<file path="config.mk">
export PLATFORM = sky130hd
export DESIGN_NAME = scsi_pack_fifo
export DESIGN_NICKNAME = d
export VERILOG_FILES = /design/src/rtl/scsi_pack_fifo.sv
export SDC_FILE = /design/constraint.sdc
export NUM_CORES = 1
export LEC_CHECK = 0
export CORE_AREA = 8 8 151 181
export CTS_BUF_LIST = sky130_fd_sc_hd__clkbuf_2
export CTS_CLUSTER_SIZE = 24
export DETAILED_ROUTE_END_ITERATION = 6
export DIE_AREA = 0 0 159 189
export PLACE_DENSITY = 0.93
export SYNTH_ARGS = -nofsm -noshare
export SYNTH_HDL_FRONTEND = slang
export SYNTH_SLANG_ARGS = --single-unit
</file>
<file path="constraint.sdc">
create_clock -name CLK -period 6.6 [get_ports CLK]
set_input_delay 0.99 -clock CLK [delete_from_list [all_inputs] [get_ports CLK]]
set_output_delay 0.99 -clock CLK [all_outputs]
set_load 0.01 [all_outputs]
</file>
<file path="src/rtl/scsi_pack_fifo.sv">
// SCSI byte <-> host word packing FIFO.
// Pack mode (DMADIR=0) assembles SCSI bytes into big-endian host words.
// Unpack mode (DMADIR=1) streams host words out as SCSI bytes.
// FLUSH pushes a partial word in pack mode and discards the FIFO in unpack mode.
module scsi_pack_fifo #(
   parameter int BUS_BYTES = 4,
   parameter int DEPTH     = 8
) (
   input  logic                         CLK,
   input  logic                         nRESET,
   input  logic                         DMADIR,
   input  logic                         FLUSH,
   input  logic [7:0]                   PD_IN,
   input  logic                         PD_IN_VLD,
   output logic                         PD_IN_RDY,
   output logic [7:0]                   PD_OUT,
   output logic                         PD_OUT_VLD,
   input  logic                         PD_OUT_RDY,
   input  logic [8*BUS_BYTES-1:0]       WD_IN,
   input  logic                         WD_IN_VLD,
   output logic                         WD_IN_RDY,
   output logic [8*BUS_BYTES-1:0]       WD_OUT,
   output logic [BUS_BYTES-1:0]         WD_OUT_BE,
   output logic                         WD_OUT_VLD,
   input  logic                         WD_OUT_RDY,
   output logic [$clog2(DEPTH):0]       LEVEL,
   output logic                         FULL,
   output logic                         EMPTY,
   output logic [$clog2(BUS_BYTES)-1:0] BO,
   output logic                         FLUSH_DONE
);
   localparam int AW = $clog2(DEPTH);
   localparam int LW = AW + 1;
   localparam int BW = $clog2(BUS_BYTES);
   localparam int DW = 8 * BUS_BYTES;
   localparam logic [BW-1:0]        LAST_LANE = BW'(BUS_BYTES - 1);
   localparam logic [BW-1:0]        BO_ONE    = BW'(1);
   localparam logic [AW-1:0]        PTR_ONE   = AW'(1);
   localparam logic [LW-1:0]        LVL_ONE   = LW'(1);
   localparam logic [LW-1:0]        LVL_FULL  = LW'(DEPTH);
   localparam logic [BUS_BYTES-1:0] BE_ALL    = {BUS_BYTES{1'b1}};

   typedef enum logic [1:0] {
      ST_RUN        = 2'd0,
      ST_FLUSH_WAIT = 2'd1,
      ST_FLUSH_ACK  = 2'd2
   } state_t;

   state_t                 r_state, w_state_nxt;
   logic                   r_dir;
   logic [BW-1:0]          r_bo, w_bo_nxt;
   logic [DW-1:0]          r_pack, w_pack_nxt;
   logic [AW-1:0]          r_wptr, r_rptr;
   logic [LW-1:0]          r_level;
   logic [DW-1:0]          r_mem_data [DEPTH];
   logic [BUS_BYTES-1:0]   r_mem_be   [DEPTH];

   logic                   w_full, w_empty, w_last, w_run;
   logic                   w_pd_in_acc, w_pd_out_acc, w_wd_in_acc, w_wd_out_acc;
   logic                   w_push, w_pop, w_clear;
   logic [DW-1:0]          w_push_data, w_pack_word, w_head_data;
   logic [BUS_BYTES-1:0]   w_push_be;

   // Replace byte lane 'lane' (lane 0 = most significant) of a word.
   function automatic logic [DW-1:0] f_lane_wr(input logic [DW-1:0] w,
                                               input logic [BW-1:0] lane,
                                               input logic [7:0]    b);
      logic [DW-1:0] r;
      r = w;
      for (int i = 0; i < BUS_BYTES; i++) begin
         if (BW'(i) == lane) r[8*(BUS_BYTES-1-i) +: 8] = b;
      end
      return r;
   endfunction

   // Extract byte lane 'lane' (lane 0 = most significant) of a word.
   function automatic logic [7:0] f_lane_rd(input logic [DW-1:0] w,
                                            input logic [BW-1:0] lane);
      logic [7:0] r;
      r = 8'h00;
      for (int i = 0; i < BUS_BYTES; i++) begin
         if (BW'(i) == lane) r = w[8*(BUS_BYTES-1-i) +: 8];
      end
      return r;
   endfunction

   // Byte enables for lanes 0..n-1 (lane 0 maps to the MSB of BE).
   function automatic logic [BUS_BYTES-1:0] f_be_prefix(input logic [BW-1:0] n);
      logic [BUS_BYTES-1:0] r;
      for (int i = 0; i < BUS_BYTES; i++) begin
         r[BUS_BYTES-1-i] = (BW'(i) < n);
      end
      return r;
   endfunction

   assign w_full       = (r_level == LVL_FULL);
   assign w_empty      = (r_level == {LW{1'b0}});
   assign w_last       = (r_bo == LAST_LANE);
   assign w_run        = (r_state == ST_RUN);
   assign w_head_data  = r_mem_data[r_rptr];
   assign w_pack_word  = f_lane_wr(r_pack, r_bo, PD_IN);

   // Handshake outputs are held low while reset is asserted.
   assign PD_IN_RDY    = nRESET & ~DMADIR & w_run & ~(w_last & w_full);
   assign WD_IN_RDY    = nRESET & DMADIR & ~w_full & w_run;
   assign WD_OUT_VLD   = nRESET & ~DMADIR & ~w_empty;
   assign PD_OUT_VLD   = nRESET & DMADIR & ~w_empty;
   assign WD_OUT       = w_empty ? {DW{1'b0}} : w_head_data;
   assign WD_OUT_BE    = w_empty ? {BUS_BYTES{1'b0}} : r_mem_be[r_rptr];
   assign PD_OUT       = w_empty ? 8'h00 : f_lane_rd(w_head_data, r_bo);
   assign LEVEL        = r_level;
   assign FULL         = w_full;
   assign EMPTY        = w_empty;
   assign BO           = r_bo;
   assign FLUSH_DONE   = (r_state == ST_FLUSH_ACK);

   assign w_pd_in_acc  = PD_IN_VLD & PD_IN_RDY;
   assign w_pd_out_acc = PD_OUT_VLD & PD_OUT_RDY;
   assign w_wd_in_acc  = WD_IN_VLD & WD_IN_RDY;
   assign w_wd_out_acc = WD_OUT_VLD & WD_OUT_RDY;

   // Controller next state plus push/pop/clear and lane-pointer decisions.
   always_comb begin
      w_state_nxt = r_state;
      w_bo_nxt    = r_bo;
      w_pack_nxt  = r_pack;
      w_push      = 1'b0;
      w_push_data = {DW{1'b0}};
      w_push_be   = {BUS_BYTES{1'b0}};
      w_pop       = 1'b0;
      w_clear     = 1'b0;
      if (DMADIR != r_dir) begin
         // Direction change: drop everything and restart, no flush handshake.
         w_clear     = 1'b1;
         w_bo_nxt    = {BW{1'b0}};
         w_pack_nxt  = {DW{1'b0}};
         w_state_nxt = ST_RUN;
      end else if (!DMADIR) begin
         w_pop = w_wd_out_acc;
         if (w_pd_in_acc) begin
            w_bo_nxt = r_bo + BO_ONE;
            if (w_last) begin
               w_push      = 1'b1;
               w_push_data = w_pack_word;
               w_push_be   = BE_ALL;
               w_pack_nxt  = {DW{1'b0}};
            end else begin
               w_pack_nxt  = w_pack_word;
            end
         end else begin
            w_bo_nxt = r_bo;
         end
         case (r_state)
            ST_RUN: begin
               // A byte accepted alongside FLUSH is counted before deciding.
               if (FLUSH) begin
                  w_state_nxt = (w_bo_nxt != {BW{1'b0}}) ? ST_FLUSH_WAIT : ST_FLUSH_ACK;
               end else begin
                  w_state_nxt = ST_RUN;
               end
            end
            ST_FLUSH_WAIT: begin
               if (!w_full) begin
                  w_push      = 1'b1;
                  w_push_data = r_pack;
                  w_push_be   = f_be_prefix(r_bo);
                  w_bo_nxt    = {BW{1'b0}};
                  w_pack_nxt  = {DW{1'b0}};
                  w_state_nxt = ST_FLUSH_ACK;
               end else begin
                  w_state_nxt = ST_FLUSH_WAIT;
               end
            end
            ST_FLUSH_ACK: w_state_nxt = ST_RUN;
            default:      w_state_nxt = ST_RUN;
         endcase
      end else begin
         w_push      = w_wd_in_acc;
         w_push_data = WD_IN;
         w_push_be   = BE_ALL;
         if (w_pd_out_acc) begin
            w_bo_nxt = w_last ? {BW{1'b0}} : (r_bo + BO_ONE);
            w_pop    = w_last;
         end else begin
            w_bo_nxt = r_bo;
            w_pop    = 1'b0;
         end
         case (r_state)
            ST_RUN: begin
               if (FLUSH) begin
                  w_clear     = 1'b1;
                  w_bo_nxt    = {BW{1'b0}};
                  w_state_nxt = ST_FLUSH_ACK;
               end else begin
                  w_state_nxt = ST_RUN;
               end
            end
            ST_FLUSH_WAIT: w_state_nxt = ST_RUN;
            ST_FLUSH_ACK:  w_state_nxt = ST_RUN;
            default:       w_state_nxt = ST_RUN;
         endcase
      end
   end

   // Control registers: state, direction copy, lane pointer, partial word, FIFO pointers.
   always_ff @(posedge CLK or negedge nRESET) begin
      if (!nRESET) begin
         r_state <= ST_RUN;
         r_dir   <= 1'b0;
         r_bo    <= {BW{1'b0}};
         r_pack  <= {DW{1'b0}};
         r_wptr  <= {AW{1'b0}};
         r_rptr  <= {AW{1'b0}};
         r_level <= {LW{1'b0}};
      end else begin
         r_state <= w_state_nxt;
         r_dir   <= DMADIR;
         r_bo    <= w_bo_nxt;
         r_pack  <= w_pack_nxt;
         if (w_clear) begin
            r_wptr  <= {AW{1'b0}};
            r_rptr  <= {AW{1'b0}};
            r_level <= {LW{1'b0}};
         end else begin
            if (w_push) r_wptr <= r_wptr + PTR_ONE;
            if (w_pop)  r_rptr <= r_rptr + PTR_ONE;
            case ({w_push, w_pop})
               2'b10:   r_level <= r_level + LVL_ONE;
               2'b01:   r_level <= r_level - LVL_ONE;
               default: r_level <= r_level;
            endcase
         end
      end
   end

   // FIFO storage; contents are qualified by LEVEL so no reset is needed.
   always_ff @(posedge CLK) begin
      if (w_push && !w_clear) begin
         r_mem_data[r_wptr] <= w_push_data;
         r_mem_be[r_wptr]   <= w_push_be;
      end
   end
endmodule

</file>
==> out/results.txt, run 1 <==
Avg Cell Area, Syn -> 15.2 um2
M1 GR Usage -> 0.304
Commonest register cell after synthesis -> edfxtp_1
Initial core utilization -> 0.590
Worst reg2reg path depth -> 7
Cell variety after synth -> 59
Critical Path, Cell by Cell -> or4_1, inv_1, nor2_1, o221a_2, clkdlybuf4s50_1
Total Routed Length -> 38100 um
Pwr/cell area -> 239 nW/um2
Hold buffer count at cts -> 0
Count of final setup violators -> 0
RSZ-0062 raised after global routing -> no
# DRC -> 0
Total track usage -> 0.252
Area leader, netlist -> edfxtp_1
Port Buf Inserts -> 104
Vias in the first global route -> 9948
HP Class -> in -> async
Measured slew at the worst slew-check pin -> 1.24 ns
Async SR Flop Fraction -> 0.140
Post-CTS Resized -> 0
CP max stage cell -> or4_1
Sw frac -> 0.247
Register area share after synthesis -> 0.681
Crit path buf inv count -> 2
Fraction of layout cells with a size suffix above 1 -> 0.190
Fill cell count -> 1569
Syn Inst Count -> 949
Clock-pin slew on the worst setup and hold paths -> 0.12 ns
Die width -> 159 um
Worst EP arrival -> 4.38 ns
Outcome -> finished, final reports clean
Drt wl/cell -> 25.7 um
CTS tree -> built
Clock Path Buffers -> 3
Maximum VDD drop -> 0.000132 V
Clock power frac -> 0.343
Net Sw Power -> 0.000982 W
Register Area -> 9830 um2
Period Utilization, post-route -> 0.813
Combinational share of power -> 0.070
TNS Setup -> 0 ns
Tmin final -> 5.37 ns
CP Depth -> 5
Post-synth EDFFs -> 288
GRT busiest layer -> met2
Worst Path Max Fanout -> 24
Leakage -> 5.71 nW
Worst path max stage delay -> 0.96 ns
Hold slack final -> 0.267 ns
Placer Congestion -> 0.892
Type of origin of the critical path -> flip-flop
IO Pins -> 105
Synth top area cells -> edfxtp_1 (60%), dfrtp_1 (8.2%), mux2i_1 (7.7%), mux4_2 (3.7%), a22oi_1 (2.5%)
Worst path required time -> 5.61 ns
Fmax -> 186 MHz
Clock Skew -> 0.0831 ns
Commonest non-fill, non-tap cell in the layout -> edfxtp_1
Pint -> 0.00299 W
Die Height -> 189 um
Sequential share of power -> 0.587
Initial DRC Count -> 1349
H-tree levels -> 3
Die ar. -> 30100 um2
Kind of critical path -> reg -> out
Num rows -> 63
First-pass GRT wire length -> 58000 um
Yosys top cell area share -> 0.600
Vias -> 9787
CP delay by family, top -> buffers and inverters
CTS Root Cell -> clkbuf_2
Final Hold Viols -> 0
CTS buffer count -> 78
Synthesized net count -> 1007
Post-route insts no fill -> 1485
CP Capture Type -> primary output
Yosys warning count -> 0
Area occupied by multi-input gates -> 4370 um2
Dpl hpwl -> 24900 um
Via density -> 6.59
Met3 Use GR -> 0.0660
Dpl cells -> 1342
Met2 GRT Util -> 0.419
Post-CTS Setup Bufs -> 0
Worst slew margin -> 0.170
Clk sinks -> 335
Post-synthesis register bit count -> 335
Core area -> 24400 um2
Initial antenna violation count -> 2
Remaining antenna violation count after routing -> 0
Largest net degree at the start of global routing -> 55
Area Growth Syn to Fin -> 15.1%
Aggregate global routing overflow -> 0
Most used cells in the layout excluding fill and tap cells -> edfxtp_1 (288), clkbuf_2 (124), mux2i_1 (111), clkdlybuf4s50_1 (102), nor2_1 (71)
Clk_lat worst skew -> 0.85 ns
Nets -> 1155
Max_cap viols -> 0
Slew Viols, Final -> 0
Post-synth design cell area -> 14400 um2
Drt first pass iters -> 6
registers in the layout, indices dropped and copies added, names as in the netlist:
signal / flops
BO: 2
LEVEL: 4
r_dir: 1
r_mem_be: 32
r_mem_data: 256
r_pack: 32
r_rptr: 3
r_state: 2
r_wptr: 3
layer usage:
metal,share of wire,vias up
met1,0.35,4783
met3,0.12,111
met5,0,-
met2,0.49,796
met4,0.037,0
li1,-,4097
power groups by stage:
| stage | Clock (W) | Sequential, W | Combinational [W] |
|---|---|---|---|
| floorplan | 0 | 0.00237 | 0.000133 |
| global placement | 0 | 0.00237 | 0.000263 |
| detailed placement | 0 | 0.00238 | 0.000272 |
| CTS | 0.00136 | 0.00233 | 0.000274 |
| global route | 0.00147 | 0.00233 | 0.000296 |
| finish | 0.00136 | 0.00233 | 0.000279 |
area by class of cell:
class	count	share of cell area
flip-flops and latches	335	0.592
multi-input cells	540	0.263
repair buffers	126	0.0720
clock buffers	124	0.0374
well taps	325	0.0245
clock inverters	18	0.00738
inverters	16	0.00362
diodes	1	0.000151
path summary, 6_finish.rpt:
path,from,end,slack [ns]
setup reg to reg,BO[0],r_mem_data[2][11],2.36
hold reg to reg,r_pack[7],r_pack[7],0.50
setup / recovery,LEVEL[1],PD_OUT[0],1.23
max in group asynchronous,nRESET,r_rptr[1],5.76
hold / removal,nRESET,r_pack[3],0.27
min in group CLK,r_pack[7],r_pack[7],0.50
worst reg2reg max path: stages, from the launching register on:
cell and delay, ns:
dfrtp_1 0.58, ha_1 0.81, a21oi_1 0.19, o21ai_0 0.45, nand2_1 0.18, or3_1 0.54
nor2_4 0.77, buf_4 0.40
through the flow:
step | setup WS (ns) | utilization | power (W) | area [um2]
5_1_grt | 1.10 | 0.680 | 0.00410 | 16600
6_report | 1.23 | 0.680 | 0.00397 | 16600
2_1_floorplan | 1.39 | - | 0.00250 | 14400
3_5_place_dp | 1.77 | 0.649 | 0.00265 | 15900
4_1_cts | 1.16 | 0.680 | 0.00397 | 16600
3_3_place_gp | 1.96 | 0.649 | 0.00264 | 15900
Yosys cell counts, types with 11 or more instances:
| cell type | instances |
|---|---|
| and3_1 | 14 |
| a22o_1 | 24 |
| and2_1 | 12 |
| edfxtp_1 | 288 |
| a22oi_1 | 48 |
| inv_1 | 14 |
| nor3_1 | 34 |
| mux4_2 | 24 |
| buf_2 | 11 |
| nand2_1 | 31 |
| clkbuf_1 | 38 |
| nor2_1 | 78 |
| a21oi_1 | 20 |
| mux2i_1 | 111 |
| dfrtp_1 | 47 |
| a221oi_1 | 24 |
| o21ai_0 | 13 |
kinds of logic after synthesis:
logic type / Yosys count / synth area share
xor+xnor: 6 / 0.00364
buf+inv: 74 / 0.0210
fa+ha+maj: 10 / 0.00867
mux: 135 / 0.115
compound gates: 171 / 0.0920
flops: 335 / 0.681
simple gates: 218 / 0.0790
Power figures use the tool's default switching activity.
==> run 2: changes to the inputs <==
==> config.mk (replaced) <==
export PLATFORM = sky130hd
export DESIGN_NAME = scsi_pack_fifo
export DESIGN_NICKNAME = d
export VERILOG_FILES = /design/src/rtl/scsi_pack_fifo.sv
export SDC_FILE = /design/constraint.sdc
export NUM_CORES = 1
export LEC_CHECK = 0
export CORE_AREA = 8 8 157 189
export CTS_BUF_LIST = sky130_fd_sc_hd__clkbuf_2
export CTS_CLUSTER_SIZE = 24
export DETAILED_ROUTE_END_ITERATION = 6
export DIE_AREA = 0 0 165 197
export PLACE_DENSITY = 0.9
export SYNTH_ARGS = -nofsm -noshare
export SYNTH_HDL_FRONTEND = slang
export SYNTH_SLANG_ARGS = --single-unit
==> constraint.sdc (replaced) <==
create_clock -name CLK -period 4.5 [get_ports CLK]
set_input_delay 0.675 -clock CLK [delete_from_list [all_inputs] [get_ports CLK]]
set_output_delay 0.675 -clock CLK [all_outputs]
set_load 0.01 [all_outputs]
==> out/results.txt, run 2 (synthesis gave the netlist of run 1 again) <==
Largest Register -> r_mem_data
Most common cell on crit path -> buf_4
Clock Path Buffers -> 3 (unchanged)
Drt first pass iters -> 6 (unchanged)
Largest net degree at the start of global routing -> 52 (-5.5%)
Total Routed Length -> 39100 um (+2.6%)
Worst slew margin -> 0.213 (+0.0434)
Combinational share of power -> 0.073 (+0.003)
Leakage -> 5.75 nW (+0.65%)
First-pass GRT wire length -> 59300 um (+2.2%)
Pwr/cell area -> 339 nW/um2 (+42%)
Nets -> 1172 (+1.5%)
Dpl hpwl -> 25600 um (+2.7%)
CTS Root Cell -> clkbuf_2
Drt wl/cell -> 25.9 um (+1.0%)
Measured slew at the worst slew-check pin -> 1.17 ns (-0.0712 ns)
Pint -> 0.00427 W (+43%)
Clk sinks -> 335 (unchanged)
Area Growth Syn to Fin -> 16.6%
Max_cap viols -> 0 (unchanged)
Via density -> 6.44 (-2.2%)
Initial DRC Count -> 1290 (-4.4%)
Most used cells in the layout excluding fill and tap cells -> edfxtp_1 (288), mux2i_1 (110), clkbuf_2 (110), clkdlybuf4s50_1 (102), nor2_1 (71)
Final Hold Viols -> 0 (unchanged)
Clk_lat worst skew -> 0.88 ns (+0.03 ns)
Fmax -> 227 MHz
Fin util -> 0.630 (-0.0492)
Type of origin of the critical path -> flip-flop
Clock power frac -> 0.328 (-0.015)
H-tree levels -> 3 (unchanged)
Clock-pin slew on the worst setup and hold paths -> 0.12 ns (about the same)
Period Utilization, post-route -> 0.981
Fin area -> 16800 um2 (+1.3%)
Count of final setup violators -> 0 (unchanged)
Worst Path Max Fanout -> 24 (unchanged)
Total track usage -> 0.243 (-0.00877)
IO Pins -> 105 (unchanged)
Die ar. -> 32500 um2 (+8.2%)
Outcome -> finished, final reports clean
Worst EP arrival -> 3.74 ns (-0.64 ns)
Tmin final -> 4.41 ns
Worst path max stage delay -> 0.75 ns (-0.21 ns)
Largest regs -> r_mem_data (256), r_mem_be (32), r_pack (32)
Clock Skew -> 0.105 ns (+0.0220 ns)
# DRC -> 0 (unchanged)
Critical Path, Cell by Cell -> buf_4, nor2b_2, buf_4, a22oi_1, nand3_1, o21ai_0, o221a_2, clkdlybuf4s50_1
Slew Viols, Final -> 0 (unchanged)
Die width -> 165 um (+3.8%)
Core area -> 26700 um2 (+9.2%)
CP max stage cell -> dfrtp_1
CTS buffer count -> 78 (unchanged)
Commonest non-fill, non-tap cell in the layout -> edfxtp_1
Vias in the first global route -> 10070 (+1.2%)
Fill cell count -> 1845 (+18%)
CP Capture Type -> primary output
Maximum VDD drop -> 0.000176 V (+33%)
CTS tree -> built
Aggregate global routing overflow -> 0 (unchanged)
Net Sw Power -> 0.00143 W (+46%)
Kind of critical path -> reg -> out
Dpl cell area -> 16100 um2 (+1.5%)
Sequential share of power -> 0.599 (+0.012)
HP Class -> in -> reg
Fraction of layout cells with a size suffix above 1 -> 0.194 (+0.00384)
Port Buf Inserts -> 104 (unchanged)
Die Height -> 197 um (+4.2%)
Remaining antenna violation count after routing -> 0 (unchanged)
Vias -> 9717 (-0.72%)
Initial core utilization -> 0.541 (-0.0495)
Initial antenna violation count -> 1 (-1)
Sw frac -> 0.251 (+0.00396)
Max reg flops -> 256 (unchanged)
Worst path required time -> 3.83 ns (-1.78 ns)
Hold slack final -> 0.369 ns (+0.102 ns)
Placer Congestion -> 0.924 (+3.6%)
Num rows -> 66 (+4.8%)
==> run 2: cell types whose count changed in the layout (fill, tap and decap cells not counted), sizes merged <==
cell,before,now
buf,24,40
clkbuf,124,110
clkinv,15,18
clkinvlp,0,3
bufinv,2,1
dlygate4sd3,0,1
==> run 2: layer usage <==
metal,wire (um),track usage,vias to the layer above
li1,-,-,4123
met1,13600,0.298,4741
met2,19500,0.401,755
met3,4430,0.0578,98
met4,1500,0.110,0
met5,0,0,-
==> run 2: path summary, 6_finish.rpt <==
path	startpoint	to	slack, ns	depth (start not counted)
hold reg to reg	r_pack[7]	r_pack[7]	0.50	1
hold / removal	DMADIR	r_dir	0.37	2
setup / recovery	r_rptr[2]	PD_OUT[5]	0.09	8
max in group asynchronous	nRESET	r_pack[9]	3.47	3
min in group asynchronous	nRESET	r_pack[28]	0.53	3
setup reg to reg	BO[0]	r_mem_data[2][29]	0.74	6
==> run 2: timing repair <==
item                                    4_1_cts  5_1_grt
hold buffers                                  1        0
buffers inserted                              1        0
gates cloned                                  0        0
endpoints found under the setup margin        2        7
resized for setup                             1        3
endpoints found under the hold margin        33        0
==> run 2: final cells by class <==
class	instances	area, um2	share of cell area
tap	340	425	0.0253
clock inverter	23	135	0.00804
sequential	335	9830	0.585
timing repair buffer	143	1430	0.0847
antenna	1	2.50	0.000149
clock buffer	110	551	0.0327
multi-input combinational	540	4390	0.261
inverter	16	60.1	0.00357
==> run 2: power groups by stage <==
stage | clock network, W | logic [W] | registers, W
floorplan | 0 | 0.000196 | 0.00348
global placement | 0 | 0.000394 | 0.00348
detailed placement | 0 | 0.000406 | 0.00348
CTS | 0.00189 | 0.000409 | 0.00341
global route | 0.00207 | 0.000439 | 0.00342
finish | 0.00187 | 0.000417 | 0.00341
==> run 2: critical path, delay by kind of cell (launching register included) <==
kind                   cells  cell delay [ns]
buffers and inverters      3             1.09
DFF                        1             0.75
AOI/OAI and AO/OA          3             0.73
and+or+nand+nor            2             0.27
==> run 2: per-stage QoR <==
stage                     setup TNS (ns)  std cells  worst slack [ns]  total power, W
after global placement                 0       1372             0.898         0.00388
after detailed placement               0       1372             0.832         0.00389
after floorplan                        0        949             0.560         0.00367
after global routing             -0.0192       1508           -0.0116         0.00592
after CTS                              0       1507            0.0375         0.00572
final                                  0       1508            0.0872         0.00570
